--- src/rtl/mem_arbiter.sv ---
// mem_arbiter: round-robin two-port arbiter in front of a fixed-latency single-port memory.
// Define MEM_ARB_STATS_EN to add saturating grant and conflict counters.
module mem_arbiter #(
  parameter int ADDR_W  = 8,
  parameter int DATA_W  = 16,
  parameter int MEM_LAT = 1
) (
  input  logic              clk,
  input  logic              rst,
  input  logic              req0,
  input  logic [ADDR_W-1:0] addr0,
  input  logic              req1,
  input  logic              we1,
  input  logic [ADDR_W-1:0] addr1,
  input  logic [DATA_W-1:0] wdata1,
  output logic              ack0,
  output logic              ack1,
  output logic [DATA_W-1:0] rdata,
  output logic              mem_en,
  output logic              mem_we,
  output logic [ADDR_W-1:0] mem_addr,
  output logic [DATA_W-1:0] mem_wdata,
  input  logic [DATA_W-1:0] mem_rdata,
  output logic              busy
`ifdef MEM_ARB_STATS_EN
  ,
  output logic [15:0]       gnt_cnt0,
  output logic [15:0]       gnt_cnt1,
  output logic [15:0]       conflict_cnt
`endif
);
  typedef enum logic [1:0] {IDLE, ISSUE, WAIT, RESP} state_t;
  state_t     state;
  logic       last_grant;
  logic       gnt;
  logic       pick;
  logic [2:0] cnt;
  // pick = 1 selects port 1; on contention the port that did not win last time goes first
  always_comb pick = (req0 & req1) ? ~last_grant : req1;
  // mem_addr/mem_we/mem_wdata double as the latched request, so later input changes are ignored
  always_ff @(posedge clk) begin
    if (!rst) begin
      state      <= IDLE;
      last_grant <= 1'b1;
      gnt        <= 1'b0;
      cnt        <= '0;
      ack0       <= 1'b0;
      ack1       <= 1'b0;
      rdata      <= '0;
      mem_en     <= 1'b0;
      mem_we     <= 1'b0;
      mem_addr   <= '0;
      mem_wdata  <= '0;
      busy       <= 1'b0;
    end else begin
      case (state)
        IDLE: if (req0 | req1) begin
          state      <= ISSUE;
          busy       <= 1'b1;
          mem_en     <= 1'b1;
          gnt        <= pick;
          last_grant <= pick;
          mem_we     <= pick & we1;
          mem_addr   <= pick ? addr1 : addr0;
          mem_wdata  <= pick ? wdata1 : '0;
        end
        ISSUE: begin
          state  <= WAIT;
          mem_en <= 1'b0;
          mem_we <= 1'b0;
          cnt    <= 3'(MEM_LAT - 1);
        end
        WAIT: if (cnt == 3'd0) begin
          state <= RESP;
          rdata <= mem_rdata;
          ack0  <= ~gnt;
          ack1  <= gnt;
        end else cnt <= cnt - 3'd1;
        default: begin
          state <= IDLE;
          ack0  <= 1'b0;
          ack1  <= 1'b0;
          busy  <= 1'b0;
        end
      endcase
    end
  end
`ifdef MEM_ARB_STATS_EN
  always_ff @(posedge clk) begin
    if (!rst) begin
      gnt_cnt0     <= '0;
      gnt_cnt1     <= '0;
      conflict_cnt <= '0;
    end else if (state == IDLE) begin
      if (req0 & req1 & ~&conflict_cnt) conflict_cnt <= conflict_cnt + 16'd1;
      if (req0 & ~pick & ~&gnt_cnt0) gnt_cnt0 <= gnt_cnt0 + 16'd1;
      if (pick & ~&gnt_cnt1) gnt_cnt1 <= gnt_cnt1 + 16'd1;
    end
  end
`endif
endmodule

--- config.mk ---
export PLATFORM = sky130hd
export DESIGN_NAME = mem_arbiter
export DESIGN_NICKNAME = d
export VERILOG_FILES = /design/src/rtl/mem_arbiter.sv
export SDC_FILE = /design/constraint.sdc
export NUM_CORES = 1
export LEC_CHECK = 0
export ABC_CLOCK_PERIOD_IN_PS = 3200
export BUFFER_PORTS_ARGS = -buffer_cell sky130_fd_sc_hd__buf_2
export CORE_AREA = 4 4 79 66
export DETAILED_ROUTE_END_ITERATION = 8
export DIE_AREA = 0 0 83 70
export GPL_ROUTABILITY_DRIVEN = 0
export MAX_ROUTING_LAYER = met4
export PLACE_DENSITY = 0.79
export SYNTH_ARGS = -nofsm -noshare
export SYNTH_HDL_FRONTEND = slang
export SYNTH_SLANG_ARGS = --single-unit
--- constraint.sdc ---
create_clock -name clk -period 3.2 [get_ports clk]
set_clock_uncertainty 0.05 [all_clocks]
set_input_delay 0.64 -clock clk [delete_from_list [all_inputs] [get_ports clk]]
set_output_delay 0.64 -clock clk [all_outputs]
set_load 0.05 [all_outputs]
# [After elaboration in Yosys (flattened, before gate mapping)]
# Index checks and enable logic that the tools add are counted.
[op_classes] shifts=0 n_addsub=1 multipliers=0 n_lt_le_gt_ge=0 n_mux=17 eq_ne=5 n_div=0 reduce_logical=13 n_bitwise=7
[op_table] op="$mux 16" count=1
[op_table] op="$reduce_and 2->1" count=7
[op_table] op="$pmux 1 s2" count=5
[op_table] op="$mux 8" count=1
[op_table] op="$ne 2x2->1 const B" count=3
[op_table] op="$pmux 2 s3" count=1
[op_table] op="$pmux 3 s2" count=1
[op_table] op="$mux 1" count=5
[op_table] op="$mux 2" count=2
[op_table] op="$not 1->1" count=4
[op_table] op="$reduce_bool 2->1" count=2
[op_table] op="$reduce_or 2->1" count=2
[op_table] op="$logic_not 3->1" count=1
[op_table] op="$mux 3" count=1
[op_table] op="$sub 3x1->3 const B" count=1
[op_table] op="$and 1x1->1" count=2
[op_table] op="$eq 2x1->1 const B" count=1
[op_table] op="$eq 2x2->1 const B" count=1
[op_table] op="$logic_not 2->1" count=1
[op_table] op="$or 1x1->1" count=1
[totals] out_inout_bits=45 register_bits=52 latch_bits=0 rom_bits=0 wordCells=55 mem_bits_rw=0 memories=0 inputBits=53

# [Longest topological paths before layout]
[depth] depth_word=5 depth_mapped=7 mapped_depth_nobuf=6

# [Worst setup path before layout]
# No wires, ideal clock.
[synth_path] path_kind="in2reg" from="in rst" to="reg mem_wdata[10]" required_time_ns=3.091 setup_slack_ns=1.570 setup_ns=0.059 t_arrival_ns=1.521 path_stages=5 n_path_buf=2 cell_sequence="buf_2 > inv_1 > nor2_1 > buf_4 > a22o_2"
[synth_rtl] element="start: declaration" line_no="9" rtl="input logic rst,"
[synth_rtl] element="end signal: assignment" line_no="65" rtl="mem_wdata <= pick ? wdata1 : '0;"
[synth_rtl] element="end: declaration" line_no="22" rtl="output logic [DATA_W-1:0] mem_wdata,"

# [Final worst setup path]
[layout_path] from="reg state[0]" to="reg mem_wdata[13]"
[layout_via] elab_chain_cells=2
[layout_rtl] element="start: declaration" line_no="33" rtl="state_t state;"
[layout_rtl] element="start signal: assignment" line_no="43" rtl="state <= IDLE;"
[layout_rtl] element="start signal: assignment" line_no="58" rtl="state <= ISSUE;"
[layout_rtl] element="start signal: assignment" line_no="68" rtl="state <= WAIT;"
[layout_rtl] element="$logic_not 2->1" line_no="56" rtl="case (state)"
[layout_rtl] element="$reduce_and 2->1 (no source line)"
# No other way between the ends.
# A chain may end at the register's enable or synchronous reset.

==> results_dict.tcl <==
set metrics [dict create \
    grt_pass1_vias 1692 \
    numCtsBuffers 5 \
    core_region_area_sq_um 4460 \
    numClockSinks 52 \
    grt_pass1_wl_um 7510 \
    final_common_cell "buf_2" \
    io_pins 98 \
    via_per_inst 4.92 \
    drc_errors 0 \
    status "completed" \
    post-route-period-util 0.722 \
    finalPower_mw 2.32 \
    syn_nets 284 \
    cts-hold-fix-buffers 0 \
    netlist_area_sq_um 2040 \
    antenna_cells 0 \
    cts_resized 0 \
    tns_ns 0 \
    antenna_found_initial 0 \
    worstPathMaxFanout 18 \
    async_reset_ff_frac 0 \
    wl_per_cell_um 12.2 \
    routed_wl_um 4610 \
    syn_to_final_growth_pct 29.2 \
    die_h_um 70 \
    fp.dieArea_sq_um 5810 \
    clkTransAtPathRegs_ns 0.10 \
    endpoint_kind "register" \
    fin_nets 378 \
    cp_data_required_time_ns 3.40 \
    portBuffers 97 \
    synthCells 223 \
    p_per_area_nw_per_um2 882 \
    hold_viol 0 \
    clock-root-buffer "clkbuf_8" \
    place_hpwl_um 3410 \
    r2r_setup_slack_ns 0.89 \
    layout-drive-gt1-share 0.393 \
    htreeDepth 2 \
    grt_max_degree 25 \
    finalMaxSlewViolations 0 \
    track_usage 0.159 \
    max_freq_ghz 0.433 \
    initial_core_util 0.457 \
    maxCapViolations 0 \
    avgSynthCellArea_sq_um 9.15 \
    period_needed_ns 2.31 \
    rsz0062_at_grt "false" \
    die_w_um 83 \
    drt_first_pass_iters 4 \
    arrival_ns 2.52 \
    irDropWorstVdd_v 0.000514 \
    hold_depth 2 \
    antenna_left 0 \
    setup_viol 0 \
    synthDistinctLibCells 30 \
    layout_common_cells "buf_2, nand2_1, dfxtp_1, a21oi_1, a22o_2" \
    vias 1858 \
    critPathKind "reg2reg" \
    cp-start-kind "register" \
    cts_tree "done" \
    hold_start "rdata[1]" \
    ys_ff_latch 52 \
    min_path_type "reg2reg" \
    drt_iter0_markers 89 \
    slew_headroom 0.349 \
    cts_max_path_buffers 2 \
    r2r_end "mem_wdata[13]" \
    min_to "rdata[1]" \
    reg2reg_depth 5 \
    yosysWarnings 0 \
    synth-main-ff-cell "dfxtp_1" \
    reg2reg_from "state[0]" \
    p_leak_nw 1.26 \
    overflow 0 \
    synth_edf_count 0 \
    fp-row-count 22 \
    worst_pin_slew_ns 0.972 \
    synth_seq_area_share 0.510 \
    nFillCells 393 \
    cts_setup_buffers 0 \
    clk_latency_ns 0.30 \
]
==> Yosys cell counts (all sizes together), types with 2 or more instances <==
cell	n	area, sq um
clkbuf	6	22.5
a22o	16	160
a21oi	22	110
inv	7	26.3
nand2	57	214
o21ai	10	50.1
nand2b	3	18.8
nor3	3	26.3
o31ai	2	15.0
dfxtp	52	1040
nor2	8	30.0
mux2i	4	40.0
a31oi	8	50.1
ha	8	100
buf	5	40.0
==> sequential cells by signal, indices dropped and copies added (netlist names) <==
| register | count |
|---|---|
| last_grant | 1 |
| gnt | 1 |
| state | 2 |
| mem_wdata | 16 |
| mem_we | 1 |
| rdata | 16 |
| ack0 | 1 |
| ack1 | 1 |
| mem_en | 1 |
| cnt | 3 |
| busy | 1 |
| mem_addr | 8 |
==> stage by stage <==
step	hold slack (ns)	area, sq um	setup WS (ns)	std cells	utilization
2_1_floorplan	0.404	2040	1.57	223	-
3_3_place_gp	0.391	2540	0.861	370	0.571
3_5_place_dp	0.397	2540	0.850	370	0.571
4_1_cts	0.410	2640	0.859	378	0.591
5_1_grt	0.427	2640	0.647	378	0.591
6_report	0.406	2640	0.889	378	0.591
==> worst max-delay path: stages, from the launching register on <==
cell     delay (ns)
dfxtp_1        0.43
inv_1          0.11
ha_1           0.29
o21a_1         0.31
nor2_1         0.81
a22o_2         0.26
==> how the worst max path moves through the flow <==
stage               cells after the start             to  slack, ns  startpoint
global placement                        4   mem_wdata[1]       0.86        req1
global route                            5   mem_wdata[5]       0.65    state[0]
detailed placement                      4  mem_wdata[13]       0.85        req1
CTS                                     5   mem_wdata[9]       0.86    state[0]
floorplan                               5  mem_wdata[10]       1.57         rst
finish                                  5  mem_wdata[13]       0.89    state[0]
==> power by group <==
part	switching (mW)	leakage (nW)	total, mW	internal, mW
clock	0.219	0.0445	0.375	0.156
combinational	0.788	0.791	1.07	0.285
sequential	0.0849	0.425	0.877	0.792
==> layer usage <==
metal  vias to the layer above  track usage  wire [um]
li1                        957            -          -
met4                         0       0.0327         28
met3                         4       0.0531        363
met5                         -            -          0
met2                        67        0.245       2060
met1                       830        0.204       2160
==> cells by family (layout without fill, tap and decap cells) <==
logic type,after synthesis,after routing,synth area share
AND/OR/NAND/NOR,77,77,0.161
AO/OA/AOI/OAI,64,64,0.216
flip-flops,52,52,0.510
buffers and inverters,18,113,0.0436
adder cells (fa/ha/maj),8,8,0.0491
multiplexers,4,4,0.0196
==> layout make-up <==
class,count,area [sq um],share of cell area
Clock buffer,5,68.8,0.0261
Multi-Input combinational cell,153,910,0.345
Inverter,7,26.3,0.00997
Sequential cell,52,1040,0.395
Clock inverter,3,21.3,0.00807
Tap cell,60,75.1,0.0285
Timing Repair Buffer,98,493,0.187
No activity file was read; power rests on OpenSTA's default activity.
